<file path="config.mk">
export PLATFORM = sky130hd
export DESIGN_NAME = ram_port_arbiter
export DESIGN_NICKNAME = d
export VERILOG_FILES = /design/src/rtl/ram_arb_pkg.sv /design/src/rtl/arb_prio_select.sv /design/src/rtl/ram_port_arbiter.sv
export SDC_FILE = /design/constraint.sdc
export NUM_CORES = 1
export LEC_CHECK = 0
export ABC_AREA = 1
export BUFFER_PORTS_ARGS = -buffer_cell sky130_fd_sc_hd__buf_2
export CORE_MARGIN = 4
export CORE_UTILIZATION = 43
export DETAILED_ROUTE_END_ITERATION = 16
export PLACE_DENSITY = 0.84
export SLEW_MARGIN = 40
export SYNTH_ARGS = -nofsm -noshare
export SYNTH_HDL_FRONTEND = slang
export SYNTH_SLANG_ARGS = --single-unit
</file>
<file path="constraint.sdc">
create_clock -name clk -period 1.3 [get_ports clk]
set_input_delay 0.13 -clock clk [delete_from_list [all_inputs] [get_ports clk]]
set_output_delay 0.13 -clock clk [all_outputs]
set_load 0.01 [all_outputs]
</file>
<file path="src/rtl/ram_arb_pkg.sv">
// Shared types for the two-port RAM arbiter:
// FSM encoding, port indices and arbitration mode codes.
package ram_arb_pkg;

  typedef enum logic {
    IDLE  = 1'b0,
    ISSUE = 1'b1
  } state_e;

  localparam logic PORT_A = 1'b0;
  localparam logic PORT_B = 1'b1;

  localparam int ARB_RR    = 0;
  localparam int ARB_FIXED = 1;

endpackage

</file>
<file path="src/rtl/arb_prio_select.sv">
// Combinational winner pick for two requesters.
// req[1:0] (bit PORT_B = B), last_grant, mode (1 = A fixed) -> winner, any_req.
module arb_prio_select
  import ram_arb_pkg::*;
(
  input  logic [1:0] req,
  input  logic       last_grant,
  input  logic       mode,
  output logic       winner,
  output logic       any_req
);

  logic both;

  always_comb begin
    both    = &req;
    any_req = |req;
    winner  = PORT_A;
    unique case (1'b1)
      (!both && req[PORT_B]): winner = PORT_B;
      (both && mode):         winner = PORT_A;
      // Tie in round-robin: hand the grant to the
      // port that did not get the previous one.
      (both && !mode):        winner = ~last_grant;
      default:                winner = PORT_A;
    endcase
  end

endmodule

</file>
<file path="src/rtl/ram_port_arbiter.sv">
// Shares one single-port sync RAM between port A (SPI) and port B (host).
// Ports: a_/b_ req/we/addr/wdata in, gnt/rvalid/rdata out; mem_* to the RAM.
module ram_port_arbiter
  import ram_arb_pkg::*;
#(
  parameter int ADDR_SIZE = 8,
  parameter int WORD_SIZE = 8,
  parameter int ARB_MODE  = 0
) (
  input  logic                 clk,
  input  logic                 rst,
  input  logic                 a_req,
  input  logic                 a_we,
  input  logic [ADDR_SIZE-1:0] a_addr,
  input  logic [WORD_SIZE-1:0] a_wdata,
  output logic                 a_gnt,
  output logic                 a_rvalid,
  output logic [WORD_SIZE-1:0] a_rdata,
  input  logic                 b_req,
  input  logic                 b_we,
  input  logic [ADDR_SIZE-1:0] b_addr,
  input  logic [WORD_SIZE-1:0] b_wdata,
  output logic                 b_gnt,
  output logic                 b_rvalid,
  output logic [WORD_SIZE-1:0] b_rdata,
  output logic                 mem_en,
  output logic                 mem_we,
  output logic [ADDR_SIZE-1:0] mem_addr,
  output logic [WORD_SIZE-1:0] mem_wdata,
  input  logic [WORD_SIZE-1:0] mem_rdata
);

  localparam logic FIXED_MODE = (ARB_MODE == ARB_FIXED);

  state_e               state_q, state_d;
  logic                 last_q, last_d;
  logic                 sel_q, sel_d;
  logic                 rd_q, rd_d;
  logic                 en_q, en_d;
  logic                 we_q, we_d;
  logic [ADDR_SIZE-1:0] addr_q, addr_d;
  logic [WORD_SIZE-1:0] wdata_q, wdata_d;
  logic                 a_gnt_q, a_gnt_d;
  logic                 b_gnt_q, b_gnt_d;
  logic                 a_rv_q, a_rv_d;
  logic                 b_rv_q, b_rv_d;

  logic winner;
  logic any_req;

  arb_prio_select u_sel (
    .req        ({b_req, a_req}),
    .last_grant (last_q),
    .mode       (FIXED_MODE),
    .winner     (winner),
    .any_req    (any_req)
  );

  always_comb begin
    state_d = IDLE;
    last_d  = last_q;
    sel_d   = sel_q;
    rd_d    = rd_q;
    en_d    = 1'b0;
    we_d    = 1'b0;
    addr_d  = addr_q;
    wdata_d = wdata_q;
    a_gnt_d = 1'b0;
    b_gnt_d = 1'b0;
    a_rv_d  = 1'b0;
    b_rv_d  = 1'b0;
    unique case (state_q)
      IDLE: begin
        if (any_req) begin
          state_d = ISSUE;
          en_d    = 1'b1;
          sel_d   = winner;
          last_d  = winner;
          if (winner == PORT_B) begin
            we_d    = b_we;
            addr_d  = b_addr;
            wdata_d = b_wdata;
            b_gnt_d = 1'b1;
            rd_d    = ~b_we;
          end else begin
            we_d    = a_we;
            addr_d  = a_addr;
            wdata_d = a_wdata;
            a_gnt_d = 1'b1;
            rd_d    = ~a_we;
          end
        end
      end
      ISSUE: begin
        // RAM data lands next cycle; route it by the
        // access just issued, not by any new winner.
        state_d = IDLE;
        a_rv_d  = rd_q && (sel_q == PORT_A);
        b_rv_d  = rd_q && (sel_q == PORT_B);
      end
      default: state_d = IDLE;
    endcase
  end

  always_ff @(posedge clk) begin
    if (rst) begin
      state_q <= IDLE;
      last_q  <= PORT_B;
      sel_q   <= PORT_A;
      rd_q    <= 1'b0;
      en_q    <= 1'b0;
      we_q    <= 1'b0;
      addr_q  <= '0;
      wdata_q <= '0;
      a_gnt_q <= 1'b0;
      b_gnt_q <= 1'b0;
      a_rv_q  <= 1'b0;
      b_rv_q  <= 1'b0;
    end else begin
      state_q <= state_d;
      last_q  <= last_d;
      sel_q   <= sel_d;
      rd_q    <= rd_d;
      en_q    <= en_d;
      we_q    <= we_d;
      addr_q  <= addr_d;
      wdata_q <= wdata_d;
      a_gnt_q <= a_gnt_d;
      b_gnt_q <= b_gnt_d;
      a_rv_q  <= a_rv_d;
      b_rv_q  <= b_rv_d;
    end
  end

  assign mem_en    = en_q;
  assign mem_we    = we_q;
  assign mem_addr  = addr_q;
  assign mem_wdata = wdata_q;
  assign a_gnt     = a_gnt_q;
  assign b_gnt     = b_gnt_q;
  assign a_rvalid  = a_rv_q;
  assign b_rvalid  = b_rv_q;
  assign a_rdata   = mem_rdata;
  assign b_rdata   = mem_rdata;

endmodule

</file>
# Yosys cells after proc, flatten, opt, wreduce, memory -nomap -nowiden
# Cells that the tools add are included.
# Widths: inputs -> output; s select.
# op_classes
n_eq_ne,0
div_mod_pow,0
bitwise_logic,6
n_lt_le_gt_ge,0
n_reduce_logical,10
muxes,9
addsub,0
shift,0
multipliers,0
# ops
cell,count
$mux 8,2
$not 1->1,6
$reduce_or 2->1,3
$mux 1,5
$pmux 1 s2,2
$reduce_and 2->1,2
$logic_and 1x1->1,3
$reduce_or 3->1,1
$logic_not 1->1,1
# word_totals
mem_count,0
ff_bits,26
in_bits,46
latch_bits,0
mem_bits_ro,0
mem_bits_rw,0

# Depth between registers and ports, before layout
# Gate-level depths: netlist of run 1.
# depth
ltp_word,5
mapped_depth,8
mapped_depth_nobuf,6

# Cells and area by module
# Synthesis of run 1 repeated with hierarchy kept, for this count alone.
# unflattened
hier_cells,228
area_unflattened_um2,1411.4
# by_module_without_submodules
mod,cells_each,n_inst,area_per_inst_um2
ram_port_arbiter,222,1,1388.8
arb_prio_select,6,1,22.5

# Least setup slack after synthesis of run 1
# OpenSTA, ideal clock, no wires.
# synth_path
path_type,register to register
from,register state_q
to,register addr_q[0] (netlist: mem_addr[0])
required_ns,1.189
setup_time_ns,0.111
slack_ns,0.263
synth_period_minus_slack_ns,1.037
t_arrival_ns,0.925
stages_incl_launch_ff,7
path_cell_list,dfxtp_1 inv_1 nand2_4 buf_6 nand2_1 nand2_1 nor2_1
# synth_via
elab_chain_cells,2
# synth_lines
element,line,text
"start, declared",ram_port_arbiter.sv:35,"state_e state_q, state_d;"
"start signal, assigned",ram_port_arbiter.sv:120,state_q <= state_d;
$not 1->1 (no line),--,
$reduce_and 2->1 (no line),--,
"end signal, assigned",ram_port_arbiter.sv:126,addr_q <= addr_d;
"end, declared",ram_port_arbiter.sv:41,"logic [ADDR_SIZE-1:0] addr_q, addr_d;"
# Every way passes these cells.
# A chain may end at the register's enable or synchronous reset.

==> impl_results.md, run 1 <==
- Status: complete, no violations
- Maximum clock frequency: just over 800 MHz
- Flops & latches, synth: 25
- Compound-Gate Fraction of Synth Area: 0.0913
- Setup TNS: 0 ns
- Most used cell along the critical path: nand2_1
- Peak fanout along the critical path: 10
- CP cell instances: dlygate4sd3_1 -> buf_2 -> clkinv_1 -> nand3_1 -> nand2_1 -> nand2_1 -> inv_1
- # H-tree levels: 1
- Drt via density: 4.36
- Starting DRC count in detailed routing: a little under 60
- Dpl ws: 0.184 ns
- Hold/Removal Path Class: input port to register
- CP peak stage delay: 0.52 ns
- Clock Sinks: 25
- Pleak: slightly above 0.9 nW
- Placed cell areas: 1610 um^2
- First-pass GRT wire length: 4.68 mm
- Total wire length: 2.92 mm
- Synth warn: 0
- Reg2reg setup slack: about 0.18 ns
- Worst skew pair latency: approximately 0.32 ns
- Placement row count: 20
- WP data arrival: 1.44 ns
- Die Y: roughly 66 um
- Clk_skew: 0.0108 ns
- Initial antenna violation count: 0
- Post-CTS sizing: 0
- Remaining DRCs: 0
- Initial Util: 0.459
- Clk slew on worst S/H paths: 0.14 ns
- HPWL Detailed: approximately 2.2 mm
- Net Count, Synth: 257
- Max cap viols: 0
- Slew margin rel.: 0.733
- Final #Nets: 299
- Seq/Total Area, Yosys: 0.351
- Min Tclk post-route: between 1 and 1.5 ns
- Max-slew violation count: 0
- Total global-route track usage: 0.139
- DR WL/cell: roughly 9.9 um
- Vias in the first global route: 1092
- Mean Syn Cell Area: around 6.8 um^2
- Mux cell area share after synthesis: 0
- Placer Congestion: 0.835
- CTS root buf: clkbuf_4
- Clock buffer depth: 2
- Bufs and invs on worst path: 4
- Worst path required time: roughly 1.5 ns
- Total die area: between 4000 and 5000 um^2
- Final WS setup: 0.0947 ns
- IO buf count: between 50 and 60
- RSZ-0062 raised after global routing: no
- DR pass1 iterations: 4
- Largest delay contributor family on the critical path: buffers and inverters
- Area grow syn2layout: 15.5%
- GRT overflow: 0
- Worst-Margin Slew: ~0.4 ns
- Fin. Hold Viols: 0
- Largest family of logic cells by synthesized area: simple AND/OR/NAND/NOR gates
- Ports: 84
- Core Region: 3100 um^2
- Via count: 1290
- Total power: between 1.5 and 2 mW
- Num CTS Buffers: 3
- CP max stage cell: dlygate4sd3_1
- Fin crit share: 0.927
- Max IR drop VDD: around 0.00066 V
- CTS tree: yes
- Largest net degree at the start of global routing: 27
- Startpoint types: input port
- Synth Area in Simple Gates: 0.351
- XOR/XNOR Fraction of Synth Area: 0
- Post-Syn Area: approximately 1400 um^2
- Adder-Cell Fraction of Synth Area: 0
- Layout cells sized above 1: 0.294
- Final setup viols: 0
- Diode count: 0
- Post-Syn Instances: 211
- CP Class: input port to register
- CP endpoint kind: register
- Setup bufs post-CTS: 0
- Antenna Nets Post-Route: 0
- Pwr/cell area: 1010 nW/um^2
- Yosys cell types: 20
- Final Cell Area: about 1600 um^2
- Die Span X: about 66 um
[worst register-to-register path, cell delays in order, from the launching register on]
cell	delay [ns]
dfxtp_1	0.39
nand2_2	0.17
buf_12	0.20
nand3_1	0.08
nand2_1	0.05
nor2_1	0.10
nor2_1	0.04
[cell families after synthesis]
family | after synthesis
and+or+nand+nor | 118
buffers and inverters | 50
DFF | 25
AOI/OAI and AO/OA | 18
[synthesized netlist by cell type, drive strengths merged]
cell | count | area, um^2
nor2 | 37 | 149
dfxtp | 25 | 500
nand3 | 20 | 105
nor3 | 1 | 5.00
nor3b | 1 | 7.51
a21boi | 16 | 120
buf | 26 | 204
nand2 | 59 | 234
a21oi | 2 | 10.0
inv | 23 | 86.3
clkinv | 1 | 3.75
[stage by stage]
stage          instances  utilization  hold slack [ns]
4_1_cts              296        0.531            0.119
6_report             296        0.531            0.124
3_5_place_dp         291        0.518            0.260
2_1_floorplan        211            -            0.199
5_1_grt              296        0.531            0.119
3_3_place_gp         291        0.518            0.260
[metal layers]
metal | global-route usage | part of all wire | wire length, um | up-vias
li1 | - | - | - | 710
met1 | 0.170 | 0.45 | 1330 | 532
met2 | 0.224 | 0.44 | 1300 | 41
met3 | 0.0547 | 0.090 | 263 | 7
met4 | 0.0440 | 0.011 | 32 | 0
met5 | 0 | 0 | 0 | -
[registers in the layout, indices dropped and copies added, names as in the netlist]
| register | flops |
|---|---|
| a_gnt | 1 |
| a_rvalid | 1 |
| b_gnt | 1 |
| b_rvalid | 1 |
| last_q | 1 |
| mem_addr | 8 |
| mem_wdata | 8 |
| mem_we | 1 |
| rd_q | 1 |
| sel_q | 1 |
| state_q | 1 |
[power by group]
part           leakage (nW)  switching (mW)  internal, mW  total [mW]
Combinational         0.697           0.256         0.195       0.451
Clock                0.0139           0.229         0.117       0.347
Sequential            0.207          0.0322         0.834       0.867
Total                 0.918           0.518          1.15        1.66
[what timing repair did]
action,CTS,global route
setup endpoints to repair,0,0
hold buffers,1,0
hold endpoints to repair,2,0
[cell type report]
cell class,count,area [um^2]
inverters,24,90.1
well taps,44,55.1
clock inverters,1,7.51
fillers,341,1460
repair buffers,63,340
flip-flops and latches,25,500
clock buffers,3,22.5
multi-input cells,136,631
[cells in the final DEF, fill, tap and decap left out]
cell type	count
clkinvlp_4	1
nand2_1	56
dfxtp_1	25
nand2_2	2
buf_4	2
clkbuf_4	3
nor3b_1	1
a21boi_1	13
nand2_4	1
nor2_1	35
a21boi_0	3
buf_2	59
a21oi_1	2
nor2_2	1
inv_2	2
nand3_1	19
nand3_2	1
dlygate4sd3_1	1
clkinv_1	1
nor2_4	1
nor3_1	1
inv_1	21
buf_12	1
[final timing paths]
kind | start | endpoint | cells past startpoint
min | b_addr[6] | mem_addr[6]$_SDFFE_PP0P_ | 5
max | rst | rd_q$_SDFFE_PP0P_ | 7
min reg2reg | sel_q$_SDFFE_PP0P_ | a_rvalid$_SDFF_PP0_ | 1
max reg2reg | last_q$_SDFFE_PP1P_ | mem_addr[3]$_SDFFE_PP0P_ | 6
Power figures use the tool's default switching activity.
==> run 2, diff against run 1 <==
--- a/config.mk
+++ b/config.mk
@@ -5,10 +5,9 @@
 export SDC_FILE = /design/constraint.sdc
 export NUM_CORES = 1
 export LEC_CHECK = 0
-export ABC_AREA = 1
 export BUFFER_PORTS_ARGS = -buffer_cell sky130_fd_sc_hd__buf_2
 export CORE_MARGIN = 4
-export CORE_UTILIZATION = 43
+export CORE_UTILIZATION = 41
 export DETAILED_ROUTE_END_ITERATION = 16
 export PLACE_DENSITY = 0.84
 export SLEW_MARGIN = 40
==> impl_results.md, run 2 <==
- IO buf count: 59 (unchanged)
- Peak fanout along the critical path: 11 (+1)
- Clock Sinks: 25 (unchanged)
- Total wire length: 2.79 mm (-4.5%)
- Clock buffer depth: 2 (unchanged)
- Min Tclk post-route: 1.12 ns (-0.0836 ns)
- Post-CTS sizing: 0 (unchanged)
- WP data arrival: 1.34 ns (-0.10 ns)
- Hold/Removal Path Class: input port to register
- # H-tree levels: 1 (unchanged)
- Diode count: 0 (unchanged)
- Max-slew violation count: 0 (unchanged)
- CP Class: register to register
- Area grow syn2layout: 19.6%
- Antenna Nets Post-Route: 0 (unchanged)
- Routed wl met2: 1.30 mm (+0.62%)
- CTS tree: yes
- Pwr/cell area: 1100 nW/um^2 (+9.0%)
- Final setup viols: 0 (unchanged)
- Dpl ws: 0.187 ns (+0.00251 ns)
- Synth warn: 0 (unchanged)
- Die Y: 63.1 um (-3.7%)
- Switching portion of total power: 0.294 (-0.0170)
- Core Region: 2830 um^2 (-8.8%)
- Largest delay contributor family on the critical path: flip-flops
- Clk_skew: 0.00767 ns (-0.00310 ns)
- Slew margin rel.: 0.751 (+0.0174)
- Placer Congestion: 0.719 (-14%)
- DR pass1 iterations: 2 (-2)
- Status: complete, no violations
- Final #Nets: 228 (-24%)
- Synth top area cells: dfxtp_1 40%, buf_4 11%, a211oi_2 10%
- Maximum clock frequency: 892 MHz (+7.5%)
- Post-Syn Area: 1250 um^2 (-13%)
- Commonest non-fill, non-tap cells in the layout: 59 x buf_2, 25 x dfxtp_1, 18 x nand2_1, 18 x nor2_1, 10 x a211oi_2
- Gate power share: 0.265 (-0.006)
- Remaining DRCs: 0 (unchanged)
- DR WL/cell: 13.2 um (+33%)
- Final WS setup: 0.178 ns (+0.0836 ns)
- Pleak: 0.719 nW (-22%)
- Total global-route track usage: 0.146 (+0.00663)
- Post-synth EDFFs: 0 (unchanged)
- CP endpoint kind: register
- P_int: 1.16 mW (+1.1%)
- Worst-Margin Slew: 0.374 ns (-0.0252 ns)
- Worst skew pair latency: 0.32 ns (about the same)
- Via count: 1068 (-17%)
- Commonest non-fill, non-tap cell in the layout: buf_2
- Starting DRC count in detailed routing: 26 (-56%)
- Seq/Total Area, Yosys: 0.402 (+0.0504)
- Drt via density: 5.04 (+16%)
- Final Cell Area: 1490 um^2 (-9.5%)
- RSZ-0062 raised after global routing: no
- Initial antenna violation count: 0 (unchanged)
- Fin crit share: 0.863 (-0.0643)
- CP cell instances: a21bo_1 -> buf_4 -> nand2_1 -> a31o_1
- First-pass GRT wire length: 4.65 mm (-0.60%)
- Setup bufs post-CTS: 0 (unchanged)
- CP peak stage delay: 0.43 ns (-0.09 ns)
- Clk slew on worst S/H paths: 0.13 ns (about the same)
- Worst path required time: 1.52 ns (-0.02 ns)
- Max cap viols: 0 (unchanged)
- Flops & latches, synth: 25 (unchanged)
- Total die area: 3990 um^2 (-7.3%)
- Largest net degree at the start of global routing: 19 (-30%)
- Sequential cell fraction of total power: 0.529 (+0.008)
- Mean Syn Cell Area: 9.37 um^2 (+39%)
- Num CTS Buffers: 3 (unchanged)
- Clock Power Share: 0.207 (about the same)
- Net Count, Synth: 179 (-30%)
- Met3 Wirelength: 308 um (+17%)
- Placement row count: 19 (-5.0%)
- Setup TNS: 0 ns (unchanged)
- Yosys cell types: 24 (+20%)
- Layout cells sized above 1: 0.508 (+0.215)
- Hold-fix buffers at CTS: 0 (-1)
- Most used DFF post-synth: dfxtp_1
- Vias in the first global route: 1073 (-1.7%)
- Initial Util: 0.441 (-0.0188)
- Share of the synthesized area in the top cell type: 0.402 (+0.0504)
- HPWL Detailed: 2.18 mm (-1.9%)
- Fin. Hold Viols: 0 (unchanged)
- Cell with the most instances after synthesis: dfxtp_1
- CTS root buf: clkbuf_4
- DR top layer: met4
- CP max stage cell: dfxtp_1
- Post-Syn Instances: 133 (-37%)
- GRT overflow: 0 (unchanged)
- Die Span X: 63.1 um (-3.7%)
- Switching power total: 0.483 mW (-6.8%)
- Post-synth top area cell: dfxtp_1
- Asr flop ratio synth: 0 (unchanged)
- Bufs and invs on worst path: 1 (-3)
- Max IR drop VDD: 0.000530 V (-20%)
- Startpoint types: register
- WL met1: 1.12 mm (-16%)
- Ports: 84 (unchanged)
- Commonest cells post-synth: 25 x dfxtp_1, 18 x buf_4, 18 x nand2_1, 18 x nor2_1, 10 x a211oi_2
- Placed cell areas: 1460 um^2 (-8.9%)
-- run 2: area by class of cell --
type / count / area [um^2]
Fill cell: 282 / 1340
Sequential cell: 25 / 500
Timing Repair Buffer: 68 / 375
Tap cell: 31 / 38.8
Clock buffer: 4 / 26.3
Multi-Input combinational cell: 84 / 549
-- run 2: path summary, 6_finish.rpt --
kind / startpoint / end / slack, ns / depth (start not counted)
max: last_q$_SDFFE_PP1P_ / rd_q$_SDFFE_PP0P_ / 0.18 / 4
min: a_addr[7] / mem_addr[7]$_SDFFE_PP0P_ / 0.04 / 3
max reg2reg: last_q$_SDFFE_PP1P_ / rd_q$_SDFFE_PP0P_ / 0.18 / 4
min reg2reg: sel_q$_SDFFE_PP0P_ / a_rvalid$_SDFF_PP0_ / 0.46 / 1
-- run 2: logic make-up after synthesis --
family,synth area share
and+or+nand+nor,0.149
AOI/OAI and AO/OA,0.292
DFF,0.402
buffers and inverters,0.158
-- run 2: through the flow --
stage,utilization,hold WS (ns),power (mW),std cells
floorplan,-,0.206,1.21,133
global placement,0.517,0.260,1.32,208
detailed placement,0.517,0.260,1.33,208
CTS,0.527,0.0204,1.67,212
global route,0.527,0.0268,1.73,212
finish,0.527,0.0370,1.64,212
-- run 2: routing by layer --
metal	up-vias	global-route usage
met5	-	0
met4	0	0.0661
met3	10	0.0480
met2	48	0.262
met1	469	0.153
li1	541	-
-- run 2: power groups by stage --
stage / sequential (mW) / clock, mW / combinational, mW
3_5_place_dp: 0.886 / 0 / 0.441
3_3_place_gp: 0.884 / 0 / 0.433
2_1_floorplan: 0.914 / 0 / 0.294
6_report: 0.868 / 0.339 / 0.434
4_1_cts: 0.869 / 0.362 / 0.441
5_1_grt: 0.880 / 0.374 / 0.480
-- run 2: tightest hold or removal path, delay by kind of cell --
kind	cells	cell delay, ns
buffers and inverters	1	0.09
AND/OR/NAND/NOR	1	0.04
AO/OA/AOI/OAI	1	0.05
==> run 3, diff against run 2 <==
--- a/config.mk
+++ b/config.mk
@@ -9,6 +9,7 @@
 export CORE_MARGIN = 4
 export CORE_UTILIZATION = 41
 export DETAILED_ROUTE_END_ITERATION = 16
+export MAX_ROUTING_LAYER = met4
 export PLACE_DENSITY = 0.84
 export SLEW_MARGIN = 40
 export SYNTH_ARGS = -nofsm -noshare
==> impl_results.md, run 3 (synthesis results as in run 2) <==
- HPWL Detailed: 2.18 mm (unchanged)
- Worst path required time: 1.52 ns (about the same)
- Peak fanout along the critical path: 11 (unchanged)
- Hold/Removal Path Class: input port to register
- Dpl ws: 0.187 ns (unchanged)
- Post-route insts no fill: 212 (unchanged)
- CP endpoint kind: register
- CTS root buf: clkbuf_4
- Clk_skew: 0.00946 ns (+0.00179 ns)
- Core Region: 2830 um^2 (unchanged)
- Total global-route track usage: 0.150 (+0.00405)
- Pwr/cell area: 1100 nW/um^2 (+0.21%)
- Max cap viols: 0 (unchanged)
- Commonest non-fill, non-tap cell in the layout: buf_2
- Worst hold path depth: 3 (unchanged)
- # H-tree levels: 1 (unchanged)
- Placed cell count: 208 (unchanged)
- Remaining DRCs: 0 (unchanged)
- Diode count: 0 (unchanged)
- DR WL/cell: 13.2 um (+0.11%)
- Worst skew pair latency: 0.32 ns (about the same)
- Drt via density: 5.06 (+0.37%)
- CTS tree: yes
- Slew margin rel.: 0.751 (about the same)
- Vias in the first global route: 1073 (unchanged)
- Num CTS Buffers: 3 (unchanged)
- GRT overflow: 0 (unchanged)
- Multi-input gate area: 549 um^2 (unchanged)
- Clock buffer depth: 2 (unchanged)
- Startpoint types: register
- Clock Power Share: 0.208 (about the same)
- Max IR drop VDD: 0.000533 V (+0.58%)
- First-pass GRT wire length: 4.65 mm (unchanged)
- Clk slew on worst S/H paths: 0.13 ns (about the same)
- Min Tclk post-route: 1.12 ns (-0.0000990 ns)
- P_int: 1.16 mW (about the same)
- R2R Path End: rd_q$_SDFFE_PP0P_
- Switching portion of total power: 0.296 (+0.00140)
- Most used routing layer: met2
- Final setup viols: 0 (unchanged)
- Die Span X: 63.1 um (unchanged)
- Largest net degree at the start of global routing: 19 (unchanged)
- Placed cell areas: 1460 um^2 (unchanged)
- IO buf count: 59 (unchanged)
- Setup bufs post-CTS: 0 (unchanged)
- Setup TNS: 0 ns (unchanged)
- Max-slew violation count: 0 (unchanged)
- Register area: 500 um^2 (unchanged)
- Hold-fix buffers at CTS: 0 (unchanged)
- Total die area: 3990 um^2 (unchanged)
- Maximum clock frequency: 892 MHz (about the same)
- Worst-Margin Slew: 0.374 ns (-0.000243 ns)
- RSZ-0062 raised after global routing: no
- Starting DRC count in detailed routing: 25 (-3.8%)
- Reg2reg setup slack: 0.18 ns (about the same)
- Clock Sinks: 25 (unchanged)
- Min-delay src: a_addr[7]
- Post-layout util: 0.527 (unchanged)
- Final #Nets: 228 (unchanged)
- Via count: 1072 (+0.37%)
- GR met1 Demand/Resource: 0.156 (+0.00330)
- Pleak: 0.719 nW (unchanged)
- Initial antenna violation count: 0 (unchanged)
- Fin. Hold Viols: 0 (unchanged)
- WHS: 0.0325 ns (-0.00445 ns)
- Switching power total: 0.486 mW (+0.69%)
- DR pass1 iterations: 2 (unchanged)
- Met3 usage: 0.0426 (-0.00533)
- WP data arrival: 1.34 ns (about the same)
- Met2 Use GR: 0.262 (unchanged)
- Beginning of the worst register-to-register path: last_q$_SDFFE_PP1P_
- Placement row count: 19 (unchanged)
- Layout cells sized above 1: 0.508 (unchanged)
- Hold EP: mem_addr[7]$_SDFFE_PP0P_
- Total power: 1.65 mW (+0.21%)
- Cells on worst reg2reg path: 4 (unchanged)
- Sequential cell fraction of total power: 0.528 (about the same)
- Initial Util: 0.441 (unchanged)
- Status: complete, no violations
- Antenna Nets Post-Route: 0 (unchanged)
- Die Y: 63.1 um (unchanged)
- Fill count: 282 (unchanged)
- Placer Congestion: 0.728 (+1.2%)
- Total wire length: 2.79 mm (+0.11%)
- Ports: 84 (unchanged)
- CP Class: register to register
- Final WS setup: 0.178 ns (+0.0000990 ns)
- Final Cell Area: 1490 um^2 (unchanged)
- Fin crit share: 0.863 (about the same)
- Area grow syn2layout: 19.6% (unchanged)
- Commonest non-fill, non-tap cells in the layout: 59 x buf_2, 25 x dfxtp_1, 18 x nand2_1, 18 x nor2_1, 10 x a211oi_2
- Gate power share: 0.264 (about the same)
- Post-CTS sizing: 0 (unchanged)
run 3: critical path: stages (launching register included):
cell     delay [ns]
dfxtp_1        0.43
a21bo_1        0.15
buf_4          0.17
nand2_1        0.08
a31o_1         0.20
run 3: area by class of cell:
cell class,count,area share
tap,31,0.0260
sequential,25,0.336
clock buffer,4,0.0176
timing repair buffer,68,0.252
multi-input combinational,84,0.369
run 3: how the worst max path moves through the flow:
stage,start,endpoint,cells after the start
floorplan,state_q$_SDFF_PP0_,mem_addr[0]$_SDFFE_PP0P_,4
global placement,last_q$_SDFFE_PP1P_,rd_q$_SDFFE_PP0P_,4
detailed placement,last_q$_SDFFE_PP1P_,rd_q$_SDFFE_PP0P_,4
CTS,last_q$_SDFFE_PP1P_,rd_q$_SDFFE_PP0P_,4
global route,last_q$_SDFFE_PP1P_,rd_q$_SDFFE_PP0P_,4
finish,last_q$_SDFFE_PP1P_,rd_q$_SDFFE_PP0P_,4
run 3: power groups by stage:
| stage | Combinational (mW) | Sequential [mW] | Clock [mW] |
|---|---|---|---|
| final | 0.434 | 0.868 | 0.343 |
| after detailed placement | 0.441 | 0.886 | 0 |
| after global placement | 0.433 | 0.884 | 0 |
| after global routing | 0.480 | 0.880 | 0.374 |
| after floorplan | 0.294 | 0.914 | 0 |
| after CTS | 0.441 | 0.869 | 0.362 |
run 3: routing by layer:
layer  wire (um)  vias to the layer above
met5           0                        -
met4          53                        0
met3         290                       10
met2        1300                       48
met1        1140                      473
li1            -                      541
